--- src/rtl/shift_pkg.sv ---
// -----------------------------------------------------------------------------
// shift_pkg: shared types and constants for the shift issue path.
//   shift_type_t   - shifter operation select (consumed by the shifter)
//   OP_* / F3_* / F7_* - instruction field encodings of the shift instructions
//   shift_entry_t  - one buffered shifter request {a, shamt, sh_type, rd, illegal}
// -----------------------------------------------------------------------------
package shift_pkg;

  localparam int unsigned SH_XLEN  = 32;
  localparam int unsigned SH_TAG_W = 5;
  localparam int unsigned SHAMT_W  = 5;

  typedef enum logic [1:0] {
    SLL = 2'b00,
    SRL = 2'b01,
    SRA = 2'b10
  } shift_type_t;

  localparam logic [6:0] OP_REG  = 7'b0110011;
  localparam logic [6:0] OP_IMM  = 7'b0010011;
  localparam logic [2:0] F3_SLL  = 3'b001;
  localparam logic [2:0] F3_SR   = 3'b101;
  localparam logic [6:0] F7_ZERO = 7'b0000000;
  localparam logic [6:0] F7_SRA  = 7'b0100000;

  typedef struct packed {
    logic [SH_XLEN-1:0]  a;
    logic [SHAMT_W-1:0]  shamt;
    shift_type_t         sh_type;
    logic [SH_TAG_W-1:0] rd;
    logic                illegal;
  } shift_entry_t;

endpackage

--- src/rtl/shift_decode.sv ---
// -----------------------------------------------------------------------------
// shift_decode: combinational map of opcode/funct fields to shifter controls.
// Ports:
//   opcode_i, funct3_i, funct7_i - instruction fields (funct7 = imm[11:5] for I-type)
//   reg_shamt_i  - shamt candidate from the register operand (R-type)
//   imm_shamt_i  - shamt candidate from the immediate (I-type)
//   shamt_c_o, type_c_o, illegal_c_o - decoded controls (combinational)
// -----------------------------------------------------------------------------
module shift_decode
  import shift_pkg::*;
(
  input  logic [6:0]         opcode_i,
  input  logic [2:0]         funct3_i,
  input  logic [6:0]         funct7_i,
  input  logic [SHAMT_W-1:0] reg_shamt_i,
  input  logic [SHAMT_W-1:0] imm_shamt_i,
  output logic [SHAMT_W-1:0] shamt_c_o,
  output shift_type_t        type_c_o,
  output logic               illegal_c_o
);

  // Illegal unless a known opcode/funct3/funct7 triple matches; illegal entries
  // issue as SLL by 0 so the shifter never sees an undefined type.
  always_comb begin
    shamt_c_o   = '0;
    type_c_o    = SLL;
    illegal_c_o = 1'b1;
    if ((opcode_i == OP_REG) || (opcode_i == OP_IMM)) begin
      case (funct3_i)
        F3_SLL: begin
          if (funct7_i == F7_ZERO) begin
            type_c_o    = SLL;
            illegal_c_o = 1'b0;
          end
        end
        F3_SR: begin
          if (funct7_i == F7_ZERO) begin
            type_c_o    = SRL;
            illegal_c_o = 1'b0;
          end else if (funct7_i == F7_SRA) begin
            type_c_o    = SRA;
            illegal_c_o = 1'b0;
          end
        end
        default: ;
      endcase
      if (!illegal_c_o) begin
        shamt_c_o = (opcode_i == OP_REG) ? reg_shamt_i : imm_shamt_i;
      end
    end
  end

endmodule

--- src/rtl/shift_issue_stage.sv ---
// -----------------------------------------------------------------------------
// shift_issue_stage: decodes shift instructions and issues registered shifter
// controls through a 2-entry skid buffer (main entry drives out_*).
// Ports:
//   clk, rst_n (async active-low), flush (sync, drops all buffered entries)
//   in_valid/in_ready  - decode-side handshake; in_ready is registered
//   in_opcode, in_funct3, in_funct7, in_rs1_val, in_rs2_val, in_imm, in_rd
//   out_valid/out_ready - shifter-side handshake
//   out_a, out_shamt, out_type, out_rd, out_illegal - registered shifter inputs
// Optional: `define SHIFT_ISSUE_FWD_EN adds fwd_valid, fwd_rd, fwd_val, in_rs1,
//   in_rs2 and forwards fwd_val into operand a / R-type shamt at capture.
// -----------------------------------------------------------------------------
module shift_issue_stage
  import shift_pkg::*;
#(
  parameter int unsigned XLEN  = SH_XLEN,
  parameter int unsigned TAG_W = SH_TAG_W
) (
  input  logic             clk,
  input  logic             rst_n,
  input  logic             flush,
  input  logic             in_valid,
  output logic             in_ready,
  input  logic [6:0]       in_opcode,
  input  logic [2:0]       in_funct3,
  input  logic [6:0]       in_funct7,
  input  logic [XLEN-1:0]  in_rs1_val,
  input  logic [XLEN-1:0]  in_rs2_val,
  input  logic [11:0]      in_imm,
  input  logic [TAG_W-1:0] in_rd,
  output logic             out_valid,
  input  logic             out_ready,
  output logic [XLEN-1:0]  out_a,
  output logic [4:0]       out_shamt,
  output logic [1:0]       out_type,
  output logic [TAG_W-1:0] out_rd,
  output logic             out_illegal
`ifdef SHIFT_ISSUE_FWD_EN
  ,
  input  logic             fwd_valid,
  input  logic [TAG_W-1:0] fwd_rd,
  input  logic [XLEN-1:0]  fwd_val,
  input  logic [TAG_W-1:0] in_rs1,
  input  logic [TAG_W-1:0] in_rs2
`endif
);

  typedef enum logic [1:0] {
    EMPTY = 2'b00,
    ONE   = 2'b01,
    FULL  = 2'b10
  } buf_state_t;

  buf_state_t   state_q, state_d;
  shift_entry_t main_q, main_d;
  shift_entry_t skid_q, skid_d;
  shift_entry_t new_entry;
  logic         in_ready_q;
  logic         out_valid_q;
  logic         in_fire;
  logic         out_fire;

  logic [XLEN-1:0]    rs1_sel;
  logic [SHAMT_W-1:0] rs2_shamt;
  logic [SHAMT_W-1:0] dec_shamt;
  shift_type_t        dec_type;
  logic               dec_illegal;

  // Only the low shamt bits of rs2 and imm feed the shifter.
  logic unused_bits;
  assign unused_bits = ^{in_rs2_val[XLEN-1:SHAMT_W], in_imm[11:SHAMT_W]};

  // Operand selection; forwarding only affects the entry being captured.
`ifdef SHIFT_ISSUE_FWD_EN
  logic fwd_rs1_hit;
  logic fwd_rs2_hit;
  assign fwd_rs1_hit = fwd_valid && (fwd_rd != '0) && (fwd_rd == in_rs1);
  assign fwd_rs2_hit = fwd_valid && (fwd_rd != '0) && (fwd_rd == in_rs2);
  assign rs1_sel     = fwd_rs1_hit ? fwd_val : in_rs1_val;
  assign rs2_shamt   = fwd_rs2_hit ? fwd_val[SHAMT_W-1:0] : in_rs2_val[SHAMT_W-1:0];
`else
  assign rs1_sel     = in_rs1_val;
  assign rs2_shamt   = in_rs2_val[SHAMT_W-1:0];
`endif

  shift_decode u_decode (
    .opcode_i    (in_opcode),
    .funct3_i    (in_funct3),
    .funct7_i    (in_funct7),
    .reg_shamt_i (rs2_shamt),
    .imm_shamt_i (in_imm[SHAMT_W-1:0]),
    .shamt_c_o   (dec_shamt),
    .type_c_o    (dec_type),
    .illegal_c_o (dec_illegal)
  );

  always_comb begin
    new_entry.a       = rs1_sel;
    new_entry.shamt   = dec_shamt;
    new_entry.sh_type = dec_type;
    new_entry.rd      = in_rd;
    new_entry.illegal = dec_illegal;
  end

  assign in_fire  = in_valid && in_ready_q;
  assign out_fire = out_valid_q && out_ready;

  // Buffer next-state; FULL never sees in_fire because in_ready is low there.
  always_comb begin
    state_d = state_q;
    main_d  = main_q;
    skid_d  = skid_q;
    case (state_q)
      EMPTY: begin
        if (in_fire) begin
          main_d  = new_entry;
          state_d = ONE;
        end
      end
      ONE: begin
        case ({in_fire, out_fire})
          2'b10: begin
            skid_d  = new_entry;
            state_d = FULL;
          end
          2'b01:   state_d = EMPTY;
          2'b11:   main_d  = new_entry;
          default: ;
        endcase
      end
      FULL: begin
        if (out_fire) begin
          main_d  = skid_q;
          state_d = ONE;
        end
      end
      default: state_d = EMPTY;
    endcase
    // Flush drops everything, including a same-cycle input.
    if (flush) begin
      state_d = EMPTY;
      main_d  = main_q;
      skid_d  = skid_q;
    end
  end

  // Handshake flags are registered from the next state so in_ready never
  // depends combinationally on out_ready.
  always_ff @(posedge clk or negedge rst_n) begin
    if (!rst_n) begin
      state_q     <= EMPTY;
      main_q      <= '0;
      skid_q      <= '0;
      in_ready_q  <= 1'b1;
      out_valid_q <= 1'b0;
    end else begin
      state_q     <= state_d;
      main_q      <= main_d;
      skid_q      <= skid_d;
      in_ready_q  <= (state_d != FULL);
      out_valid_q <= (state_d != EMPTY);
    end
  end

  assign in_ready    = in_ready_q;
  assign out_valid   = out_valid_q;
  assign out_a       = main_q.a;
  assign out_shamt   = main_q.shamt;
  assign out_type    = main_q.sh_type;
  assign out_rd      = main_q.rd;
  assign out_illegal = main_q.illegal;

endmodule

--- config.mk ---
export PLATFORM = sky130hd
export DESIGN_NAME = shift_issue_stage
export DESIGN_NICKNAME = d
export VERILOG_FILES = /design/src/rtl/shift_pkg.sv /design/src/rtl/shift_decode.sv /design/src/rtl/shift_issue_stage.sv
export SDC_FILE = /design/constraint.sdc
export NUM_CORES = 1
export LEC_CHECK = 0
export ABC_AREA = 1
export CORE_MARGIN = 5
export CORE_UTILIZATION = 42
export DETAILED_ROUTE_END_ITERATION = 6
export PLACE_DENSITY_LB_ADDON = 0.08
export SETUP_SLACK_MARGIN = 0.15
export SYNTH_ARGS = -nofsm -noshare
export SYNTH_HDL_FRONTEND = slang
export SYNTH_HIERARCHICAL = 1
export SYNTH_SLANG_ARGS = --single-unit
--- constraint.sdc ---
create_clock -name clk -period 1.4 [get_ports clk]
set_clock_uncertainty 0.05 [all_clocks]
set_input_delay 0.28 -clock clk [delete_from_list [all_inputs] [get_ports clk]]
set_output_delay 0.28 -clock clk [all_outputs]
set_load 0.03 [all_outputs]
==> impl_metrics.tcl <==
set metrics [dict create \
    ios 150 \
    hpwl_um 8589 \
    fin_crit_sh_pct 108.5 \
    grt_pass1_vias 4314 \
    violations "setup timing" \
    grt_pass1_wl_um 20290 \
    start_util_pct 43.27 \
    cp.required_ps 1640 \
    avgSynthCellArea_um2 7.628 \
    ir_drop_mv 1.062 \
    antenna_found_initial 0 \
    drv_slew 0 \
    hold_path_class "input port to asynchronous set/reset pin" \
    clkTransAtPathRegs_ps 60 \
    synth_cells 623 \
    wl_um 12930 \
    grt_max_degree 50 \
    yosysSeqAreaShare_pct 49.53 \
    numCtsBuffers 9 \
    p_leak_uw 0.003810 \
    diodes 0 \
    ys_types 20 \
    cp_max_fo 8 \
    gp_congestion 0.8592 \
    clock-sinks 94 \
    cp_data_arrival_time_ps 1760 \
    start_kind "input port" \
    die_x_um 116.4 \
    dpl.cell_count 874 \
    holdWs_ps 236.3 \
    p_per_area_nw_per_um2 1521 \
    gr-usage-all-layers_pct 18.93 \
    wl_per_cell_um 14.13 \
    outcome "finished, violations left" \
    grt_overflow 0 \
    setup_violations 89 \
    dr_total_vias 4427 \
    tightestPinTransition_ps 279.9 \
    relSlewSlack_pct 81.30 \
    ys_ff_latch 94 \
    cts_tree "done" \
    placed_area_um2 6449 \
    drive_gt1_share_pct 24.26 \
    cap_violations 0 \
    postRouteAntennaNets 0 \
    final_cells 915 \
    clk_latency_ps 350 \
    dominantRegCellSynth "dfrtp_1" \
    numPortBuffers 115 \
    ctsRootBufferMaster "clkbuf_16" \
    htreeDepth 3 \
    ys_async_sr_fraction_pct 100.0 \
    timing.fmax_ghz 0.6585 \
    fp.dieArea_um2 13540 \
    synth-edff-count 0 \
    fin_nets 873 \
    syn-cell-area_um2 4752 \
    final_hold_viol_count 0 \
    row_count 38 \
    core_area_um2 10980 \
    syn2layout_area_growth_pct 53.77 \
    drc 0 \
    die_h_um 116.4 \
    period_needed_ps 1519 \
    drt_iter0_markers 233 \
    rsz0062_at_grt "true" \
    dr.pass1.iters 4 \
    final_area_um2 7307 \
    synth_fp_nets 726 \
    path_class "input port to flop" \
    yosysWarningCount 6 \
    cts.path.max_buffers 2 \
    vias_per_cell 4.838 \
    cp-end-kind "flop" \
    setup_slack_ps -118.5 \
]
-- layout make-up --
cell class,count,area [um2]
Clock buffer,11,242.7
Clock inverter,5,82.58
Fill cell,953,3676
Inverter,112,425.4
Multi-Input combinational cell,383,2101
Sequential cell,94,2357
Tap cell,140,175.2
Timing Repair Buffer,170,1923
-- worst max-delay path: stages --
cell             delay (ps)
clkdlybuf4s50_1         550
nand2_4                 120
nand2_4                 120
nand2_4                  60
nor2_4                  260
clkbuf_16               240
nand3_2                  70
nand2_1                  60
-- final timing paths --
| check | start | end | slack [ps] | depth (start not counted) |
|---|---|---|---|---|
| worst min-delay path | rst_n | out_a[14]$_DFFE_PN0P_ | 240 | 2 |
| min in group clk | skid_q[35]$_DFFE_PN0P_ | skid_q[35]$_DFFE_PN0P_ | 440 | 2 |
| worst min register to register | skid_q[35]$_DFFE_PN0P_ | skid_q[35]$_DFFE_PN0P_ | 440 | 2 |
| max in group asynchronous | rst_n | in_ready$_DFF_PN1_ | 590 | 3 |
| worst max register to register | state_q[1]$_DFF_PN0_ | out_rd[4]$_DFFE_PN0P_ | -110 | 8 |
| worst max-delay path | out_ready | out_rd[4]$_DFFE_PN0P_ | -120 | 8 |
-- flip-flops by register name, indices dropped and copies added, names as in the netlist --
signal	cells
in_ready	1
state_q	2
out_valid	1
out_rd	5
skid_q	45
out_illegal	1
out_type	2
out_shamt	5
out_a	32
-- metal layers --
| metal | routed length, um | vias to the layer above | global-route usage (%) |
|---|---|---|---|
| li1 | - | 2239 | - |
| met1 | 5622 | 2068 | 24.34 |
| met2 | 6367 | 106 | 31.39 |
| met3 | 763 | 14 | 5.181 |
| met4 | 180 | 0 | 5.491 |
| met5 | 0 | - | 0 |
-- cell usage in the layout, fill, tap and decap left out, drive strengths merged --
cell type,instances
nand2,148
inv,112
buf,101
dfrtp,93
o21ai,66
nand3,57
clkdlybuf4s50,54
o21bai,45
nor2,39
a21oi,26
dlymetal6s2s,12
clkbuf,12
clkinvlp,3
bufinv,2
nand4,1
dlygate4sd3,1
dfstp,1
dlygate4sd2,1
or2,1
-- power by group --
part | internal [uW] | switching, uW | total, uW
Sequential | 3610 | 480 | 4090
Clock | 1610 | 1070 | 2680
Combinational | 2070 | 2270 | 4340
Total | 7300 | 3820 | 11100
-- metrics by stage --
step	power [uW]	TNS, ps	setup slack [ps]	util [%]
after floorplan	6347	-1883	-28.76	-
after global placement	7870	-27550	-415.1	58.71
after detailed placement	7968	-30590	-479.6	58.71
after CTS	10570	-3310	-86.19	61.82
after global routing	11760	-13060	-189.6	66.53
final	11110	-5552	-118.5	66.53
-- timing repair --
item	in CTS	in global routing
buffers inserted	4	18
cloned	0	2
hold buffers	1	0
pin swaps	48	35
setup endpoints to repair	135	138
resized for setup	187	131
hold endpoints to repair	93	0
-- cells by family (layout without fill, tap and decap cells) --
kind of cell,Yosys count,count (layout),share of synthesized area (%)
flip-flops,94,94,49.53
AO/OA/AOI/OAI,137,137,16.80
buffers and inverters,146,298,12.06
AND/OR/NAND/NOR,246,246,21.62
-- Yosys cell counts (2+ instances only) --
cell type	instances	area [um2]
o21ai_0	41	205.2
a21oi_1	26	130.1
nand2_1	147	551.8
o21ai_1	25	125.1
inv_1	107	401.6
dfrtp_1	93	2327
clkbuf_1	13	48.80
buf_2	20	100.1
inv_2	5	18.77
o21bai_1	45	337.8
nor2_1	35	131.4
nor2_4	2	22.52
nand3_1	56	280.3
nor2_2	2	12.51
No activity file was read; power rests on OpenSTA's default activity.
